File: src/rtl/occ_ram_stream_reader_if.sv
// RAM read-port and Avalon-ST source signals of the OCC RAM stream reader.
interface occ_ram_stream_reader_if #(
  parameter int ADDR_W = 7,
  parameter int DATA_W = 8
);
  logic [ADDR_W-1:0] avm_address;
  logic              avm_chipselect;
  logic              avm_clken;
  logic [DATA_W-1:0] avm_readdata;
  logic [DATA_W-1:0] st_data;
  logic              st_valid;
  logic              st_ready;
  logic              st_startofpacket;
  logic              st_endofpacket;

  modport master (
    output avm_address, avm_chipselect, avm_clken,
    input  avm_readdata,
    output st_data, st_valid, st_startofpacket, st_endofpacket,
    input  st_ready
  );

  modport slave (
    input  avm_address, avm_chipselect, avm_clken,
    output avm_readdata,
    input  st_data, st_valid, st_startofpacket, st_endofpacket,
    output st_ready
  );
endinterface

File: src/rtl/occ_ram_stream_reader.sv
// Reads a wrap-around block from the 128x8 dual-port RAM (1-cycle latency)
// and emits it as a single Avalon-ST packet through a small credit-managed FIFO.
module occ_ram_stream_reader #(
  parameter int ADDR_W     = 7,
  parameter int DATA_W     = 8,
  parameter int FIFO_DEPTH = 4
) (
  input  logic                clk,
  input  logic                reset_n,
  input  logic                start,
  input  logic [ADDR_W-1:0]   base_addr,
  input  logic [ADDR_W:0]     length,
  output logic                busy,
  output logic                done,
  occ_ram_stream_reader_if.master bus
);

  localparam int PTR_W = $clog2(FIFO_DEPTH);
  localparam int CNT_W = PTR_W + 1;
  localparam int LEN_W = ADDR_W + 1;

  typedef enum logic [1:0] {IDLE, RUN, DRAIN} state_t;

  state_t            state, state_n;
  logic [ADDR_W-1:0] base_r;
  logic [LEN_W-1:0]  len_r, len_m1, issued, beat_cnt;
  logic              inflight;
  logic [DATA_W-1:0] mem [FIFO_DEPTH];
  logic [PTR_W-1:0]  wr_ptr, rd_ptr;
  logic [CNT_W-1:0]  count, occupancy;
  logic              issue, push, pop, accept, zero_start, done_r;

  assign len_m1     = len_r - LEN_W'(1);
  assign occupancy  = count + CNT_W'(inflight);
  assign push       = inflight;
  assign pop        = bus.st_valid & bus.st_ready;
  assign accept     = (state == IDLE) & start & (length != '0);
  assign zero_start = (state == IDLE) & start & (length == '0);

  always_ff @(posedge clk or negedge reset_n) begin
    if (!reset_n) state <= IDLE;
    else          state <= state_n;
  end

  // A read is only issued when a FIFO slot is guaranteed for its data,
  // counting the one read that may still be in flight.
  always_comb begin
    state_n = state;
    issue   = 1'b0;
    case (state)
      IDLE: begin
        if (accept) state_n = RUN;
      end
      RUN: begin
        if (occupancy < CNT_W'(FIFO_DEPTH)) begin
          issue = 1'b1;
          if (issued == len_m1) state_n = DRAIN;
        end
      end
      DRAIN: begin
        if (pop && bus.st_endofpacket) state_n = IDLE;
      end
      default: state_n = IDLE;
    endcase
  end

  always_ff @(posedge clk or negedge reset_n) begin
    if (!reset_n) begin
      base_r   <= '0;
      len_r    <= '0;
      issued   <= '0;
      beat_cnt <= '0;
      inflight <= 1'b0;
      wr_ptr   <= '0;
      rd_ptr   <= '0;
      count    <= '0;
      done_r   <= 1'b0;
      for (int unsigned i = 0; i < FIFO_DEPTH; i++) mem[i] <= '0;
    end else begin
      done_r   <= zero_start | ((state == DRAIN) & pop & bus.st_endofpacket);
      inflight <= issue;

      if (accept) begin
        base_r <= base_addr;
        len_r  <= length;
        issued <= '0;
      end else if (issue) begin
        issued <= issued + LEN_W'(1);
      end

      if (accept)   beat_cnt <= '0;
      else if (pop) beat_cnt <= beat_cnt + LEN_W'(1);

      if (push) begin
        mem[wr_ptr] <= bus.avm_readdata;
        wr_ptr      <= wr_ptr + PTR_W'(1);
      end
      if (pop) rd_ptr <= rd_ptr + PTR_W'(1);

      case ({push, pop})
        2'b10:   count <= count + CNT_W'(1);
        2'b01:   count <= count - CNT_W'(1);
        default: count <= count;
      endcase
    end
  end

  assign bus.avm_chipselect   = issue;
  assign bus.avm_clken        = issue;
  assign bus.avm_address      = base_r + issued[ADDR_W-1:0];
  assign bus.st_valid         = (count != '0);
  assign bus.st_data          = mem[rd_ptr];
  assign bus.st_startofpacket = bus.st_valid & (beat_cnt == '0);
  assign bus.st_endofpacket   = bus.st_valid & (beat_cnt == len_m1);

  assign busy = (state != IDLE);
  assign done = done_r;

endmodule

File: src/flat_wrapper.sv
// flat-port wrapper written by rule: the top's interface ports become plain ports
module occ_ram_stream_reader_flat 
#(
  parameter int ADDR_W     = 7,
  parameter int DATA_W     = 8,
  parameter int FIFO_DEPTH = 4
)
  (clk, reset_n, start, base_addr, length, busy, done, bus_avm_address, bus_avm_chipselect, bus_avm_clken, bus_avm_readdata, bus_st_data, bus_st_valid, bus_st_startofpacket, bus_st_endofpacket, bus_st_ready);
  occ_ram_stream_reader_if #(.ADDR_W(ADDR_W), .DATA_W(DATA_W)) bus_i ();
  input  logic clk;
  input  logic reset_n;
  input  logic start;
  input  logic [ADDR_W-1:0] base_addr;
  input  logic [ADDR_W:0] length;
  output logic busy;
  output logic done;
  output wire logic [$bits(bus_i.avm_address)-1:0] bus_avm_address;
  output wire logic [$bits(bus_i.avm_chipselect)-1:0] bus_avm_chipselect;
  output wire logic [$bits(bus_i.avm_clken)-1:0] bus_avm_clken;
  input wire logic [$bits(bus_i.avm_readdata)-1:0] bus_avm_readdata;
  output wire logic [$bits(bus_i.st_data)-1:0] bus_st_data;
  output wire logic [$bits(bus_i.st_valid)-1:0] bus_st_valid;
  output wire logic [$bits(bus_i.st_startofpacket)-1:0] bus_st_startofpacket;
  output wire logic [$bits(bus_i.st_endofpacket)-1:0] bus_st_endofpacket;
  input wire logic [$bits(bus_i.st_ready)-1:0] bus_st_ready;
  assign bus_avm_address = bus_i.avm_address;
  assign bus_avm_chipselect = bus_i.avm_chipselect;
  assign bus_avm_clken = bus_i.avm_clken;
  assign bus_i.avm_readdata = bus_avm_readdata;
  assign bus_st_data = bus_i.st_data;
  assign bus_st_valid = bus_i.st_valid;
  assign bus_st_startofpacket = bus_i.st_startofpacket;
  assign bus_st_endofpacket = bus_i.st_endofpacket;
  assign bus_i.st_ready = bus_st_ready;
  occ_ram_stream_reader #(.ADDR_W(ADDR_W), .DATA_W(DATA_W), .FIFO_DEPTH(FIFO_DEPTH)) u_core (.clk(clk), .reset_n(reset_n), .start(start), .base_addr(base_addr), .length(length), .busy(busy), .done(done), .bus(bus_i));
endmodule
File: config.mk
export PLATFORM = sky130hd
export DESIGN_NAME = occ_ram_stream_reader_flat
export DESIGN_NICKNAME = d
export VERILOG_FILES = /design/src/rtl/occ_ram_stream_reader_if.sv /design/src/rtl/occ_ram_stream_reader.sv /design/src/flat_wrapper.sv
export SDC_FILE = /design/constraint.sdc
export NUM_CORES = 1
export LEC_CHECK = 0
export ABC_AREA = 1
export BUFFER_PORTS_ARGS = -buffer_cell sky130_fd_sc_hd__buf_2
export CAP_MARGIN = 20
export CORE_AREA = 2 2 91 93
export CTS_CLUSTER_DIAMETER = 40
export DETAILED_ROUTE_END_ITERATION = 8
export DIE_AREA = 0 0 93 95
export PLACE_DENSITY = 0.75
export REMOVE_ABC_BUFFERS = 1
export SYNTH_ARGS = -nofsm -noshare
export SYNTH_HDL_FRONTEND = slang
export SYNTH_SLANG_ARGS = --single-unit
File: constraint.sdc
create_clock -name clk -period 1.7 [get_ports clk]
set_input_delay 0.085 -clock clk [delete_from_list [all_inputs] [get_ports clk]]
set_output_delay 0.085 -clock clk [all_outputs]
set_load 0.02 [all_outputs]
-- Yosys cells after proc, flatten, opt, wreduce, memory -nomap -nowiden
Index checks and enable logic that the tools add are counted.
- add/sub/neg operators: 9
- magnitude comparators: 4
- eq/ne operators: 10
- mux-type cells: 18
- bitwise logic cells: 11
- reductions and logical operators: 12
- operators by type and width (kind ; count):
    $mux 8 ; 7
    $bwmux 32 ; 1
    $add 8x1->8 const B ; 2
    $bmux 8 s2 ; 1
    $demux 8 s2 ; 1
    $eq 8x8->1 ; 2
    $logic_not 8->1 ; 2
    $and 1x1->1 ; 8
    $mux 2 ; 4
    $ne 2x1->1 const B ; 4
    $reduce_bool 2->1 ; 4
    $reduce_bool 8->1 ; 1
    $sub 8x1->8 const B ; 1
    $add 7x7->7 ; 1
    $ge 3x3->1 const B ; 2
    $not 2->3 ; 2
    $pmux 2 s3 ; 1
    $pmux 3 s2 ; 1
    $add 2x1->2 const B ; 2
    $eq 2x1->1 const B ; 2
    $eq 2x2->1 const B ; 2
    $reduce_and 4->1 ; 1
    $add 3x1->3 ; 1
    $add 3x1->3 const B ; 1
    8 further kinds ; 10
- bits in registers: 74
- input port bits: 27
- output and inout bits: 22
- logic and storage cells: 78

-- Logic depth before layout (Yosys ltp)
Gate-level depths: netlist of run 1.
- depth after elaboration: 6
- depth in mapped cells: 16
- gate-level depth less buffers: 16

-- Least setup slack after synthesis of run 1
No wires, ideal clock.
- path type: register -> register
- start: register u_core.count[0]
- end: register u_core.count[2]
- library setup time: 0.131 ns
- arrival: 1.846 ns
- data required time: 1.569 ns
- setup slack: -0.277 ns
- stages on the path, launching flop included: 12
- path buffers: 1
- clock period less this slack: 1.977 ns
- cell sequence: dfrtp_1 inv_2 nand3_2 inv_2 nor2_2 buf_6 ha_1 inv_1 fa_1 a21oi_1 o21ai_0 xor2_1
- longest elaborated chain between the ends: 4
- elaborated cells between the ends (all ways): 8
- those cells by class: add/sub (2); eq/ne (2); mux (1); bitwise (1); reduce/logical (2)
- RTL lines (what ; line ; source):
    from (decl) ; occ_ram_stream_reader.sv:30 ; logic [CNT_W-1:0] count, occupancy;
    from (signal assigned) ; occ_ram_stream_reader.sv:101 ; 2'b10: count <= count + CNT_W'(1);
    from (signal assigned) ; occ_ram_stream_reader.sv:102 ; 2'b01: count <= count - CNT_W'(1);
    from (signal assigned) ; occ_ram_stream_reader.sv:103 ; default: count <= count;
    $reduce_bool 3->1 (*) ; occ_ram_stream_reader.sv:111 ; assign bus.st_valid = (count != '0);
    net bus_st_valid ; flat_wrapper.sv:22 ; output wire logic [$bits(bus_i.st_valid)-1:0] bus_st_valid;
    $and 1x1->1 (*) ; occ_ram_stream_reader.sv:36 ; assign pop = bus.st_valid & bus.st_ready;
    net u_core.pop ; occ_ram_stream_reader.sv:31 ; logic issue, push, pop, accept, zero_start, done_r;
    $eq 2x1->1 / $eq 2x2->1 (equally long branches) ; occ_ram_stream_reader.sv:100 ; case ({push, pop})
    $pmux 3 s2 / $reduce_bool 2->1 (equally long branches) ; -- ;
Mark *: on every way through the listed nets, which the timed path passes. The rest lies on a longest branch.
A chain may end at the register's enable or synchronous reset.

-- Worst setup path in the final report of run 1
- start: register u_core.len_r[0]
- end: output port bus_st_endofpacket
- longest elaborated chain between the ends: 3
- RTL lines (what ; line ; source):
    from (decl) ; occ_ram_stream_reader.sv:26 ; logic [LEN_W-1:0] len_r, len_m1, issued, beat_cnt;
    from (signal assigned) ; occ_ram_stream_reader.sv:85 ; len_r <= length;
    $sub 8x1->8 ; occ_ram_stream_reader.sv:33 ; assign len_m1 = len_r - LEN_W'(1);
    $eq 8x8->1 ; occ_ram_stream_reader.sv:114 ; assign bus.st_endofpacket = bus.st_valid & (beat_cnt == len_m1);
    $and 1x1->1 ; occ_ram_stream_reader.sv:114 ;
    to (decl) ; flat_wrapper.sv:24 ; output wire logic [$bits(bus_i.st_endofpacket)-1:0] bus_st_endofpacket;
No other way between the ends.

==> metrics.yaml, run 1 <==
status: "complete, but fails checks"
ant_nets: 0
rsz0062_at_grt: "yes"
grt_max_degree: 44
p_comb_frac: 0.587
root_buffer: "clkbuf_8"
top_layer: "met4"
n_antenna_cell: 0
p_total_mw: 10.7
grt_pass1_wl_mm: 17.4
ys_warn_count: 0
grt_overflow: 0
synth_top_family_by_area: "simple AND/OR/NAND/NOR gates"
fp.dieW_um: 93
crit_family: "simple AND/OR/NAND/NOR gates"
gp_congestion: 0.917
final_cell_area_sq_um: 5470
vias: 4048
setup_ws_ns: -0.464
finalCritPeriodShare: 1.27
grt_pass1_vias: 3751
wl_per_cell_um: 15.6
max_freq_ghz: 0.462
dpl.hpwl_mm: 7.04
clkTransAtPathRegs_ns: 0.08
grt_use_total: 0.253
via_per_inst: 5.46
synth_top_area_cell: "dfrtp_1"
clock_latency_ns: 0.36
cts_buffer_depth: 2
cts_buffers: 9
avgSynthCellArea_sq_um: 7.95
drt_iter0_markers: 350
p_seq_frac: 0.290
violations: "negative setup slack"
met1_length_mm: 4.74
crit_arrival_ns: 2.08
synth_compound_area_frac: 0.124
placed_area_sq_um: 4650
drt_wl_total_mm: 11.6
synth.top_cell.area_share: 0.456
internal-power_mw: 5.75
crit_path_start_kind: "flip-flop"
ys_seq_area_frac: 0.456
io_buffers: 48
cts_tree: "yes"
synth-simple-area-share: 0.248
antenna_found_initial: 0
crit_required_ns: 1.62
clock_sinks: 74
crit_slowest_cell: "dfrtp_1"
netlist_area_sq_um: 4060
synthTopCellsByArea: "dfrtp_1, nand2_1, o21ai_0"
pwr-share-clk: 0.122
hold_ws_ns: 0.0265
dieArea_sq_um: 8840
synth-xor-area-share: 0.0385
end_kind: "primary output"
relSlewSlack: 0.639
synth_fa_ha_area_frac: 0.0561
crit_type: "flip-flop to primary output"
die_h_um: 95
fin_nets: 675
holdCritPathClass: "primary input to flip-flop"
cp_num_buf_inv: 3
sw_frac_of_total: 0.461
p_leak_nw: 2.70
wl_met3_um: 725
ys_seq_elements: 74
route.detailed.drc: 0
max-vdd-ir-drop_v: 0.00176
area_delta_synth_final_pct: 34.6
synth.mux.area_fraction: 0
hold_viol_final: 0
drive_gt1_frac: 0.313
cap_violations: 0
setup_viol: 13
maxSlewViolCount: 0
powerDensity_nw_per_um2: 1950
critPathMaxStageDelay_ns: 0.41
dr.pass1.iters: 5
finalClockSkew_ns: 0.00811
io_pins: 49
power.switching_mw: 4.91
postSynthCellCount: 511
start_util: 0.512
critPathMaxFanout: 5
crit_chain: "inv_2 -> ha_4 -> nand2_4 -> nor2_2 -> buf_4 -> nand2_2 -> nand3_1 -> nand3_1 -> nor2_2 -> and3_4 -> buf_6"
core_sq_um: 7930
synth_cell_type_count: 34
met2_length_mm: 5.82
post-route-min-period_ns: 2.16
htree_levels: 3
tightest_slew_ns: 0.541
core.rowCount: 33
synthesized netlist by cell type (all sizes together):
library cell	number
nand3	34
dfrtp	74
nand2	132
nand4	4
xnor2	3
fa	2
nor3	7
nor2	47
a211oi	1
and3	1
or2	1
o22ai	8
xor2	14
inv	63
clkbuf	7
buf	7
a31oi	1
a21oi	11
nor4	3
a22oi	1
o21ai	75
ha	15
worst paths after layout:
check                      cells past startpoint                start                 end  slack, ns
setup / recovery                              11      u_core.len_r[0]  bus_st_endofpacket      -0.46
hold / removal                                 3  bus_avm_readdata[4]       u_core.mem[4]       0.03
setup reg to reg                              12      u_core.len_r[0]         u_core.done      -0.29
hold reg to reg                                2       u_core.mem[22]      u_core.mem[22]       0.49
max in group asynchronous                      3              reset_n    u_core.rd_ptr[0]       0.85
min in group asynchronous                      2              reset_n       u_core.mem[5]       0.23
area by class of cell:
cell class	count	area, sq um
fill	577	2460
multi-input combinational	360	2140
sequential	74	1850
timing repair buffer	122	918
inverter	63	243
clock buffer	11	141
tap	105	131
clock inverter	5	37.5
timing repair inverter	1	7.51
kinds of logic after synthesis:
logic type | count (synthesis)
DFF | 74
and+or+nand+nor | 229
AOI/OAI and AO/OA | 97
adders and majority gates | 17
buffers and inverters | 77
xor gates and xnor gates | 17
layer usage:
layer,up-vias,global-route usage
met1,1942,0.318
met4,0,0.0846
met5,-,0
met2,182,0.438
met3,33,0.0527
li1,1891,-
layout by cell type, fill, tap and decap left out, types with 2 or more instances in the layout:
| cell type | n |
|---|---|
| a21oi_1 | 9 |
| a21oi_2 | 2 |
| buf_2 | 38 |
| buf_4 | 55 |
| buf_6 | 12 |
| clkbuf_8 | 10 |
| clkinvlp_4 | 4 |
| dfrtp_1 | 73 |
| dlygate4sd3_1 | 16 |
| fa_2 | 2 |
| ha_1 | 11 |
| ha_4 | 3 |
| inv_1 | 47 |
| inv_2 | 14 |
| nand2_1 | 117 |
| nand2_2 | 11 |
| nand2_4 | 4 |
| nand3_1 | 22 |
| nand3_2 | 10 |
| nand3_4 | 2 |
| nand4_1 | 4 |
| nor2_1 | 34 |
| nor2_2 | 8 |
| nor2_4 | 5 |
| nor3_1 | 5 |
| nor3_2 | 2 |
| nor4_1 | 3 |
| o21ai_0 | 67 |
| o21ai_1 | 5 |
| o21ai_2 | 3 |
| o22ai_1 | 8 |
| xnor2_1 | 2 |
| xor2_1 | 11 |
| xor2_2 | 2 |
sequential cells by signal (all words and copies together), names as in the netlist:
signal and flops:
u_core.mem 32, u_core.done 1, u_core.count 3, u_core.issued 8, u_core.inflight 1, u_core.rd_ptr 2
u_core.len_r 8, u_core.base_r 7, u_core.state 2, u_core.wr_ptr 2, u_core.beat_cnt 8
worst min-delay path: cells and delay by family:
kind                   cells  cell delay (ns)
AOI/OAI and AO/OA          1             0.09
buffers and inverters      2             0.18
stage by stage:
step                TNS (ns)  setup slack [ns]   util  cells
floorplan              -1.12            -0.399      -    497
global placement      -0.268           -0.0981  0.587    688
detailed placement    -0.618            -0.126  0.587    688
CTS                    -1.95            -0.338  0.662    733
global route           -3.97            -0.529  0.690    741
finish                 -2.99            -0.464  0.690    741
power by group through the flow:
stage / combinational, mW / clock, mW / sequential [mW]
6_report: 6.26 / 1.30 / 3.09
5_1_grt: 6.82 / 1.39 / 3.17
4_1_cts: 5.43 / 1.30 / 3.01
3_5_place_dp: 4.75 / 0 / 3.02
3_3_place_gp: 4.59 / 0 / 2.99
2_1_floorplan: 3.11 / 0 / 2.97
repair_timing:
action / CTS / global route
pin swaps: 21 / 26
endpoints found under the hold margin: 34 / 0
resized for setup: 49 / 48
hold buffers: 16 / 0
buffers inserted: 13 / 12
setup endpoints to repair: 14 / 28
cloned: 0 / 1
Note: power is estimated with default switching activity, not from simulation.
==> run 2: changes to the inputs <==
- BUFFER_PORTS_ARGS: -buffer_cell sky130_fd_sc_hd__buf_2 -> -buffer_cell sky130_fd_sc_hd__buf_4
- SKIP_CTS_REPAIR_TIMING: unset -> 1
==> run 2 against run 1 <==
The flow finishes with violations (negative hold slack, negative setup slack). Final area down 0.62%. Clock skew is 0.0020 ns higher. Clock-buffer cell count shrank 2. Sequential power fell by 2%. Critical path depth down 2. Core utilization shrank 0.43 points. Fmax rose by 2.1%. Die area unchanged. Routed wire length fell by 8.2%. Register-to-register slack better by 0.09 ns. Sequential cell count did not move. Non-clock buffer count shrank 11. Largest cell class unchanged.
==> metrics.yaml, run 2 (synthesized netlist as in run 1, its figures left out) <==
finalClockSkew_ns: 0.0101
grt_max_degree: 39
cp_num_buf_inv: 2
power.switching_mw: 4.64
violations: "negative hold slack, negative setup slack"
vias: 3874
pwr-share-clk: 0.140
reg2reg_slack_ns: -0.20
setup_ws_ns: -0.419
cts_tree: "yes"
cts_buffer_depth: 2
status: "complete, but fails checks"
drt_wl_total_mm: 10.6
crit_chain: "ha_1 -> inv_2 -> fa_2 -> o21ai_2 -> nand2_1 -> a21oi_2 -> nor2_1 -> xor2_1 -> buf_4"
fp.dieW_um: 93
io_pins: 49
cts_buffers: 9
regMostFlops: "u_core.mem"
largest_reg_flops: 32
mostFrequentLayoutCells: "nand2_1, buf_4, dfrtp_1"
dieArea_sq_um: 8840
gp_congestion: 0.884
fin_nets: 664
area_delta_synth_final_pct: 33.8
holdCritPathClass: "primary input to flip-flop"
via_per_inst: 5.31
grt_use_total: 0.234
post-route-min-period_ns: 2.12
powerDensity_nw_per_um2: 1920
p_leak_nw: 2.69
wl_per_cell_um: 14.6
crit_type: "flip-flop to primary output"
crit_required_ns: 1.62
tightest_slew_ns: 0.540
ant_nets: 0
htree_levels: 3
rsz0062_at_grt: "yes"
n_antenna_cell: 0
fin_cells: 730
crit_arrival_ns: 2.03
p_comb_frac: 0.568
setup_viol: 10
route.detailed.drc: 0
cap_violations: 0
critPathMaxStageDelay_ns: 0.37
max-vdd-ir-drop_v: 0.00133
die_h_um: 95
drt_iter0_markers: 183
dpl.cell_count: 686
antenna_found_initial: 0
crit_family: "adder cells"
clkTransAtPathRegs_ns: 0.09
finalCritPeriodShare: 1.25
internal-power_mw: 5.79
root_buffer: "clkbuf_8"
max_freq_ghz: 0.472
grt_pass1_wl_mm: 16.2
layout_commonest_cell: "nand2_1"
grt_overflow: 0
p_seq_frac: 0.292
crit_path_start_kind: "flip-flop"
io_buffers: 48
grt_pass1_vias: 3526
hold_viol_final: 1
hp-start: "length[0]"
maxSlewViolCount: 0
r2r-start: "u_core.len_r[1]"
critPathMaxFanout: 2
startpoint: "u_core.base_r[0]"
core_sq_um: 7930
hold_ws_ns: -0.0335
clock_sinks: 74
end_kind: "primary output"
drive_gt1_frac: 0.277
dpl.hpwl_mm: 7.01
sw_frac_of_total: 0.445
p_total_mw: 10.4
start_util: 0.512
dr.pass1.iters: 5
core.rowCount: 33
relSlewSlack: 0.639
crit_slowest_cell: "dfrtp_1"
clock_latency_ns: 0.36
==> run 2: changes by cell type in the layout (fill, tap and decap cells not counted), sizes merged <==
cell / delta
buf: -9
bufinv: +1
clkbuf: -2
clkinv: -2
dlygate4sd3: -2
inv: +3
==> run 2: cell type report <==
class	count	area, sq um
Timing Repair Buffer	111	918
Clock inverter	7	82.6
Tap cell	105	131
Fill cell	621	2490
Sequential cell	74	1850
Inverter	63	240
Timing Repair inverter	1	7.51
Clock buffer	9	124
Multi-Input combinational cell	360	2080
==> run 2: through the flow <==
stage	hold WS (ns)	utilization	worst slack, ns	setup TNS [ns]	area (sq um)
2_1_floorplan	-0.211	-	-0.399	-1.12	3980
4_1_cts	-0.298	0.626	-0.557	-3.14	4960
5_1_grt	0.0108	0.686	-0.492	-4.20	5440
6_report	-0.0335	0.686	-0.419	-2.38	5440
3_3_place_gp	0.0880	0.600	-0.0974	-0.238	4760
3_5_place_dp	0.0900	0.600	-0.168	-0.815	4760
==> run 2: final timing paths <==
kind                                      end  cells after the start
setup / recovery           bus_avm_address[6]                      9
setup reg to reg              u_core.state[1]                     13
hold / removal                u_core.len_r[0]                      3
max in group asynchronous     u_core.len_r[3]                      3
hold reg to reg                u_core.mem[16]                      2
min in group asynchronous      u_core.mem[26]                      2
==> run 2: worst register-to-register path, delay by kind of cell, from the launching register on <==
kind                     cells  cell delay (ns)
AND/OR/NAND/NOR              9             0.90
flip-flops                   1             0.40
buffers and inverters        3             0.34
adder cells (fa/ha/maj)      1             0.16
==> run 2: power groups by stage <==
stage	clock network [mW]	logic [mW]	registers, mW
floorplan	0	3.11	2.97
global placement	0	4.92	2.97
detailed placement	0	5.04	3.00
CTS	1.48	5.10	2.98
global route	1.58	6.53	3.12
finish	1.46	5.93	3.04
==> run 2: metal layers <==
metal / global-route usage / wire (um) / vias to the layer above / part of all wire
met3: 0.0455 / 492 / 13 / 0.046
met2: 0.386 / 5400 / 117 / 0.51
li1: - / - / 1876 / -
met4: 0.0735 / 143 / 0 / 0.013
met1: 0.313 / 4590 / 1868 / 0.43
met5: 0 / 0 / - / 0
